**config.mk**
```make
export PLATFORM = sky130hd
export DESIGN_NAME = booth_product_buffer_flat
export DESIGN_NICKNAME = d
export VERILOG_FILES = /design/src/rtl/booth_pkg.sv /design/src/rtl/booth_product_buffer_if.sv /design/src/rtl/wrap_pointer.sv /design/src/rtl/booth_product_buffer.sv /design/src/flat_wrapper.sv
export SDC_FILE = /design/constraint.sdc
export NUM_CORES = 1
export LEC_CHECK = 0
export ABC_AREA = 1
export ABC_CLOCK_PERIOD_IN_PS = 3060
export CORE_ASPECT_RATIO = 0.9
export CORE_MARGIN = 5
export CORE_UTILIZATION = 40
export CTS_CLUSTER_SIZE = 24
export DETAILED_ROUTE_END_ITERATION = 6
export GPL_TIMING_DRIVEN = 0
export HOLD_SLACK_MARGIN = 0.08
export SLEW_MARGIN = 20
export SYNTH_ARGS = -nofsm -noshare
export SYNTH_HDL_FRONTEND = slang
export SYNTH_SLANG_ARGS = --single-unit
```
**constraint.sdc**
```tcl
create_clock -name clk -period 3.06 [get_ports clk]
set_input_delay 0.765 -clock clk [delete_from_list [all_inputs] [get_ports clk]]
set_output_delay 0.765 -clock clk [all_outputs]
set_load 0.01 [all_outputs]
```
**src/rtl/booth_pkg.sv**
```systemverilog
// Shared definitions for the Booth multiplier product path.
// Contents: product word width, product buffer depth, and the product,
// buffer-count and buffer-pointer types used by the buffer and its bus.
package booth_pkg;
  localparam int WIDTH_FP  = 32;
  localparam int BUF_DEPTH = 4;   // power of two, at least 2
  localparam int PTR_W     = $clog2(BUF_DEPTH);

  typedef logic [WIDTH_FP-1:0] product_t;
  typedef logic [PTR_W:0]      buf_cnt_t;   // holds 0..BUF_DEPTH
  typedef logic [PTR_W-1:0]    buf_ptr_t;
endpackage

```
**src/rtl/booth_product_buffer_if.sv**
```systemverilog
// Bus between the product buffer and its producer/consumer.
// Producer side : product_in, product_valid (pulse), in_ready (space flag).
// Consumer side : product_o, valid_o, ready_i (valid/ready handshake).
// Status        : count_o (stored products), overflow_o (sticky drop flag).
// master = the environment driving products and ready; slave = the buffer.
interface booth_product_buffer_if;
  import booth_pkg::*;

  product_t product_in;
  logic     product_valid;
  logic     in_ready;
  product_t product_o;
  logic     valid_o;
  logic     ready_i;
  buf_cnt_t count_o;
  logic     overflow_o;

  modport master (
    output product_in, product_valid, ready_i,
    input  in_ready, product_o, valid_o, count_o, overflow_o
  );

  modport slave (
    input  product_in, product_valid, ready_i,
    output in_ready, product_o, valid_o, count_o, overflow_o
  );
endinterface

```
**src/rtl/wrap_pointer.sv**
```systemverilog
// PTR_W-bit buffer pointer with an increment enable.
// Ports: clk, reset (synchronous, active-high), inc_i (advance by one),
// ptr_o (current pointer). Wraps from 2**PTR_W-1 to 0 by natural overflow,
// which equals wrapping at DEPTH because DEPTH is a power of two.
module wrap_pointer #(
  parameter int PTR_W = 2
) (
  input  logic             clk,
  input  logic             reset,
  input  logic             inc_i,
  output logic [PTR_W-1:0] ptr_o
);
  logic [PTR_W-1:0] ptr_q;

  // NOTE: sequential state uses non-blocking assignments so every flop
  // samples pre-edge values regardless of block evaluation order.
  always_ff @(posedge clk) begin
    if (reset) begin
      ptr_q <= '0;
    end else if (inc_i) begin
      ptr_q <= ptr_q + PTR_W'(1);
    end
  end

  assign ptr_o = ptr_q;
endmodule

```
**src/rtl/booth_product_buffer.sv**
```systemverilog
// First-word-fall-through buffer for finished Booth products.
// Ports: clk, reset (synchronous, active-high), bus (slave modport):
//   product_in/product_valid  capture a finished product (one-cycle pulse)
//   in_ready                  at least one free slot (from registered count)
//   product_o/valid_o/ready_i head-of-queue handshake to the consumer
//   count_o                   stored products, 0..DEPTH
//   overflow_o                sticky: a product was dropped while full
module booth_product_buffer
  import booth_pkg::*;
(
  input  logic                  clk,
  input  logic                  reset,
  booth_product_buffer_if.slave bus
);
  localparam int DEPTH = BUF_DEPTH;

  buf_ptr_t wptr;
  buf_ptr_t rptr;
  buf_cnt_t count_q, count_d;
  logic     overflow_q, overflow_d;
  product_t mem_q [DEPTH];

  logic full;
  logic not_empty;
  logic pop;
  logic push;

  assign full      = (count_q == buf_cnt_t'(DEPTH));
  assign not_empty = (count_q != '0);
  assign pop       = not_empty && bus.ready_i;
  // A full buffer still accepts a product when the head leaves this cycle.
  assign push      = bus.product_valid && (!full || pop);

  wrap_pointer #(.PTR_W(PTR_W)) u_wptr (
    .clk   (clk),
    .reset (reset),
    .inc_i (push),
    .ptr_o (wptr)
  );

  wrap_pointer #(.PTR_W(PTR_W)) u_rptr (
    .clk   (clk),
    .reset (reset),
    .inc_i (pop),
    .ptr_o (rptr)
  );

  // NOTE: the storage array is deliberately not reset; stale words are
  // never observable because valid_o is derived from the (reset) count.
  always_ff @(posedge clk) begin
    if (push && !reset) begin
      mem_q[wptr] <= bus.product_in;
    end
  end

  always_comb begin
    count_d    = count_q;
    overflow_d = overflow_q;
    if (push && !pop) begin
      count_d = count_q + buf_cnt_t'(1);
    end else if (pop && !push) begin
      count_d = count_q - buf_cnt_t'(1);
    end
    if (bus.product_valid && !push) begin
      overflow_d = 1'b1;
    end
  end

  always_ff @(posedge clk) begin
    if (reset) begin
      count_q    <= '0;
      overflow_q <= 1'b0;
    end else begin
      count_q    <= count_d;
      overflow_q <= overflow_d;
    end
  end

  assign bus.valid_o    = not_empty;
  assign bus.product_o  = not_empty ? mem_q[rptr] : '0;
  assign bus.in_ready   = !full;
  assign bus.count_o    = count_q;
  assign bus.overflow_o = overflow_q;
endmodule

```
**src/flat_wrapper.sv**
```systemverilog
// flat-port wrapper written by rule: the top's interface ports become plain ports
module booth_product_buffer_flat import booth_pkg::*;
  (clk, reset, bus_product_in, bus_product_valid, bus_ready_i, bus_in_ready, bus_product_o, bus_valid_o, bus_count_o, bus_overflow_o);
  booth_product_buffer_if bus_i ();
  input  logic clk;
  input  logic reset;
  input wire logic [$bits(bus_i.product_in)-1:0] bus_product_in;
  input wire logic [$bits(bus_i.product_valid)-1:0] bus_product_valid;
  input wire logic [$bits(bus_i.ready_i)-1:0] bus_ready_i;
  output wire logic [$bits(bus_i.in_ready)-1:0] bus_in_ready;
  output wire logic [$bits(bus_i.product_o)-1:0] bus_product_o;
  output wire logic [$bits(bus_i.valid_o)-1:0] bus_valid_o;
  output wire logic [$bits(bus_i.count_o)-1:0] bus_count_o;
  output wire logic [$bits(bus_i.overflow_o)-1:0] bus_overflow_o;
  assign bus_i.product_in = bus_product_in;
  assign bus_i.product_valid = bus_product_valid;
  assign bus_i.ready_i = bus_ready_i;
  assign bus_in_ready = bus_i.in_ready;
  assign bus_product_o = bus_i.product_o;
  assign bus_valid_o = bus_i.valid_o;
  assign bus_count_o = bus_i.count_o;
  assign bus_overflow_o = bus_i.overflow_o;
  booth_product_buffer u_core (.clk(clk), .reset(reset), .bus(bus_i));
endmodule
```
Word-level counts from Yosys, hierarchy flattened
Memory sizes are Yosys's and may differ from the RTL's. A register that Yosys moved wholly into a read port is not among the register bits.
Cells that the tools add are included.
- memories: 1
- logic and storage cells: 30
- output and inout bits: 38
- flip-flop bits (word level): 8
- input port bits: 36
- memory bits (writable): 128
- reduce and logical (&&, ||, !) cells: 13
- equality and inequality tests: 1
- $add $sub $neg: 4
- muxes and demuxes: 7
- memory list (name ; depth ; width ; rd ports ; clocked after memory_dff ; wr ports ; RTL line ; text):
    u_core.mem_q ; 4 ; 32 ; 1 ; 1 ; 1 ; booth_product_buffer.sv:21 ; product_t mem_q [DEPTH];
- operators with widths (kind ; number):
    32-bit 2-to-1 mux ; 1
    1-bit logical AND ; 6
    3-bit 2-to-1 mux ; 2
    2-bit by 1-bit adder with 2-bit output (second input constant) ; 2
    1-bit logical NOT ; 4
    2-bit 2-to-1 mux ; 2
    3-bit by 1-bit adder with 3-bit output (second input constant) ; 1
    3-bit equality test (second input constant) ; 1
    3-bit nonzero test ; 1
    3-bit by 1-bit subtractor with 3-bit output (second input constant) ; 1
    1-bit 2-to-1 mux ; 2
    2-bit nonzero test ; 1
    1-bit logical OR ; 1

Logic depth before layout (Yosys ltp)
Gate-level depths: netlist of run 1.
- depth after elaboration: 8
- mapped depth: 13
- depth with buffers taken out: 13

By module
From an unflattened synthesis of run 1, not the netlist that was laid out.
- cell total of the unflattened synthesis: 478
- area total of the unflattened synthesis: 5487.8 sq um
- by module, submodules not included (module ; cells an instance ; area each (sq um) ; instances ; seq. area each (sq um)):
    booth_product_buffer ; 456 ; 5335.1 ; 1 ; 3923.8
    wrap_pointer ; 11 ; 76.3 ; 2 ; 40.0

Worst setup path before layout of run 1
Ideal clock, no wire load.
- path type: input to register
- from: input port bus_ready_i
- to: memory u_core.mem_q[1][0] in the netlist's numbering, enable pin
- buffers on the path: 0
- arrival: 2509 ps
- required time: 2639 ps
- path slack: 130 ps
- setup time: 421 ps
- stages: 6
- cells stage by stage: inv_1 nand3_1 nand2_1 inv_1 nand2_1 nor2_1
- longest elaborated chain between the ends: 6
- ends and longest elaborated chain (what ; RTL line ; text):
    from (decl) ; flat_wrapper.sv:9 ; input wire logic [$bits(bus_i.ready_i)-1:0] bus_ready_i;
    1-bit logical AND ; booth_product_buffer.sv:30 ; assign pop = not_empty && bus.ready_i;
    1-bit logical OR ; booth_product_buffer.sv:32 ; assign push = bus.product_valid && (!full || pop);
    1-bit logical AND ; booth_product_buffer.sv:32 ;
    1-bit logical AND ; booth_product_buffer.sv:51 ; if (push && !reset) begin
    1-bit 2-to-1 mux ; booth_product_buffer.sv:51 ;
    1-bit 2-to-1 mux (implied by the code) ; booth_product_buffer.sv:52 ; mem_q[wptr] <= bus.product_in;
    to (decl) ; booth_product_buffer.sv:21 ;
Every way passes these cells.

==> impl_metrics.env, run 1 <==
export IMPL_yosysTopAreaCell="edfxtp_1"
export IMPL_met2_usage=0.2655
export IMPL_internal_power_w=0.004268
export IMPL_fp_dieH_um=121.3
export IMPL_htree_levels=4
export IMPL_wirelength_um=12480
export IMPL_drc=0
export IMPL_slew_limit_headroom=0.5154
export IMPL_final_hold_violation_count=0
export IMPL_grt_pass1_wl_um=19840
export IMPL_ir_drop_v=0.0004228
export IMPL_critPathMaxFanout=10
export IMPL_fin_hold_ws_ns=0.4705
export IMPL_hpwl_um=7850
export IMPL_wl_per_cell_um=17.10
export IMPL_synth_seq_area_share=0.7350
export IMPL_yosys_area_top_type_share=0.6987
export IMPL_clk_pin_slew_ns=0.05
export IMPL_die_w_um=133.6
export IMPL_ys_warnings_count=0
export IMPL_finalWeightedCongestion=0.7403
export IMPL_antenna_found_initial=0
export IMPL_crit_buf_inv=3
export IMPL_fin_area_mm2=0.007196
export IMPL_num_io_pins=74
export IMPL_switching_share=0.2973
export IMPL_fin_util=0.5365
export IMPL_yosysUniqueCellTypes=19
export IMPL_syn_avg_cell_area_um2=12.12
export IMPL_rsz0062_at_grt="false"
export IMPL_cpPeakStageDelay_ns=0.60
export IMPL_startpoint_type="flop"
export IMPL_core_rowCount=40
export IMPL_grt_use_met1=0.2106
export IMPL_drtIter0Drc=236
export IMPL_post_route_min_period_ns=2.945
export IMPL_worst_slew_pin_slew_ns=0.7252
export IMPL_power_leakage_nw=2.737
export IMPL_cts_root_buf="clkbuf_16"
export IMPL_drive_above_1_share=0.1068
export IMPL_switchingPower_w=0.001806
export IMPL_post_dp_cell_area_mm2=0.006575
export IMPL_pwr_share_seq=0.367
export IMPL_final_nets=592
export IMPL_syn_cell_area_mm2=0.005502
export IMPL_cp_required_ns=2.29
export IMPL_top_usage_layer="met2"
export IMPL_n_fill_cell=1166
export IMPL_path_cells="buf_6, buf_6, nor2_1, nor2_1, o21ai_0, a21oi_1, clkdlybuf4s50_1"
export IMPL_clk_insertion_delay_late_ns=0.42
export IMPL_grtUsageMet3=0.05017
export IMPL_cts_sinks=138
export IMPL_die_area_mm2=0.01620
export IMPL_cts_buffer_depth=2
export IMPL_clkPwrFrac=0.325
export IMPL_end_kind="primary output"
export IMPL_area_growth_pct=30.79
export IMPL_finClkSkew_ns=0.006151
export IMPL_synthFlopType="edfxtp_1"
export IMPL_core_region_area_mm2=0.01341
export IMPL_vias=3606
export IMPL_pwr_share_comb=0.308
export IMPL_power_w=0.006074
export IMPL_ys_seq_elements=138
export IMPL_antenna_cells=0
export IMPL_setup_viol=0
export IMPL_maxCapViolations=0
export IMPL_dr_pass1_iters=4
export IMPL_ys_async_sr_fraction=0
export IMPL_grt_ovfl_total=0
export IMPL_status="finished, final reports clean"
export IMPL_min_path_type="reg -> reg"
export IMPL_worstPathArrival_ns=2.18
export IMPL_synthTopCellsByCount="nor2_1, edfxtp_1, a21oi_1, o21ai_1, o21ai_0"
export IMPL_initial_core_util=0.4102
export IMPL_fin_crit_sh=0.9626
export IMPL_finalMaxSlewViolations=0
export IMPL_powerDensity_mw_per_mm2=844.2
export IMPL_timing_rr_start="u_core.bus.count_o[0]"
export IMPL_critPathSlowestCell="clkdlybuf4s50_1"
export IMPL_synthTopCellsByArea="edfxtp_1, nor2_1, dfxtp_1"
export IMPL_max_freq_mhz=339.5
export IMPL_cts_tree="yes"
export IMPL_crit_family="buffers and inverters"
export IMPL_grt_max_degree=24
export IMPL_antenna_left=0
export IMPL_yosysMostFrequentCell="nor2_1"
export IMPL_critPathKind="reg -> out"
export IMPL_synthCells=454
export IMPL_grt_total_usage=0.1645
export IMPL_numCtsBuffers=17
export IMPL_syn_nets=496
export IMPL_synth_edf_count=128
export IMPL_io_buffer_count=73
export IMPL_grt_pass1_vias=3743
export IMPL_viasPerCell=4.940
export IMPL_hp_start="u_core.bus.overflow_o"
-- cell type report --
cell class | instances | area [um^2] | area share
flip-flops and latches | 138 | 4044 | 0.5620
multi-input cells | 273 | 1264 | 0.1756
repair buffers | 77 | 875.8 | 0.1217
clock buffers | 20 | 436.7 | 0.06069
well taps | 168 | 210.2 | 0.02921
plain buffers | 23 | 161.4 | 0.02243
clock inverters | 11 | 128.9 | 0.01791
inverters | 20 | 75.07 | 0.01043
-- power by group through the flow --
| stage | Clock [W] | Combinational, W | Sequential (W) |
|---|---|---|---|
| floorplan | 0 | 0.000965 | 0.00227 |
| global placement | 0 | 0.00188 | 0.00227 |
| detailed placement | 0 | 0.00193 | 0.00227 |
| CTS | 0.00200 | 0.00195 | 0.00223 |
| global route | 0.00209 | 0.00208 | 0.00224 |
| finish | 0.00197 | 0.00187 | 0.00223 |
-- what timing repair did --
| action | 4_1_cts | 5_1_grt |
|---|---|---|
| setup buffers | 0 | 0 |
| endpoints found under the setup margin | 18 | 22 |
| hold buffers | 0 | 0 |
| gates resized for setup | 5 | 26 |
| pin swaps | 0 | 0 |
-- metrics by stage --
step / setup WS (ns) / TNS (ns) / cells
6_report: 0.1146 / 0 / 730
5_1_grt: 0.009676 / 0 / 730
3_5_place_dp: -0.05957 / -0.9361 / 699
2_1_floorplan: 0.1301 / 0 / 454
3_3_place_gp: -1.609 / -202.24 / 695
4_1_cts: 0.03187 / 0 / 730
-- flip-flops by register name (all words and copies together) (netlist names), named ones only --
| signal | count |
|---|---|
| u_core.bus.count_o | 3 |
| u_core.u_rptr.ptr_o | 2 |
| u_core.bus.overflow_o | 1 |
| u_core.u_wptr.ptr_o | 2 |
| u_core.mem_q | 128 |
-- final timing paths --
| kind | slack, ns | cells past startpoint | end |
|---|---|---|---|
| max | 0.11 | 7 | bus_product_o[23] |
| min | 0.47 | 2 | u_core.bus.overflow_o |
| max reg2reg | 0.83 | 7 | u_core.mem_q[1][3] |
| min reg2reg | 0.47 | 2 | u_core.bus.overflow_o |
-- layer usage --
metal	up-vias	routed length [um]
met5	-	0
met4	0	174
met3	15	651
met2	89	6057
met1	1727	5598
li1	1775	-
-- worst reg2reg max path, stage by stage (launching register included) --
cell     delay (ns)
dfxtp_1        0.43
nor2_2         0.09
nand3_1        0.17
nand2_1        0.07
inv_1          0.07
nand2_1        0.22
nor2_4         0.64
buf_16         0.23
-- cell usage in the layout (no fill, tap or decap), drive strengths merged, types with 3 or more instances in the layout --
cell type and count:
clkbuf 27, inv 20, dlymetal6s2s 17, o21ai 65, a21oi 38, nor2 140, clkinv 7, clkdlybuf4s50 56
edfxtp 128, ha 5, buf 20, dfxtp 10, nand3 6, bufinv 3, nand2 16
-- cell families (layout without fill, tap and decap cells) --
group                      after synthesis  count (layout)  share of synthesized area
AOI/OAI and AO/OA                      103             103                    0.09370
xor gates and xnor gates                 1               1                   0.001592
adders and majority gates                6               6                    0.01501
DFF                                    138             138                     0.7350
buffers and inverters                   43             151                    0.04071
and+or+nand+nor                        163             163                     0.1139
Note: power is estimated with default switching activity, not from simulation.
==> run 2, diff against run 1 <==
--- a/config.mk
+++ b/config.mk
@@ -10,6 +10,7 @@
 export CORE_ASPECT_RATIO = 0.9
 export CORE_MARGIN = 5
 export CORE_UTILIZATION = 40
+export CTS_CLUSTER_DIAMETER = 120
 export CTS_CLUSTER_SIZE = 24
 export DETAILED_ROUTE_END_ITERATION = 6
 export GPL_TIMING_DRIVEN = 0
==> results of run 2 <==
Same layout as run 1: the final DEF is identical, and so are final timing and power.
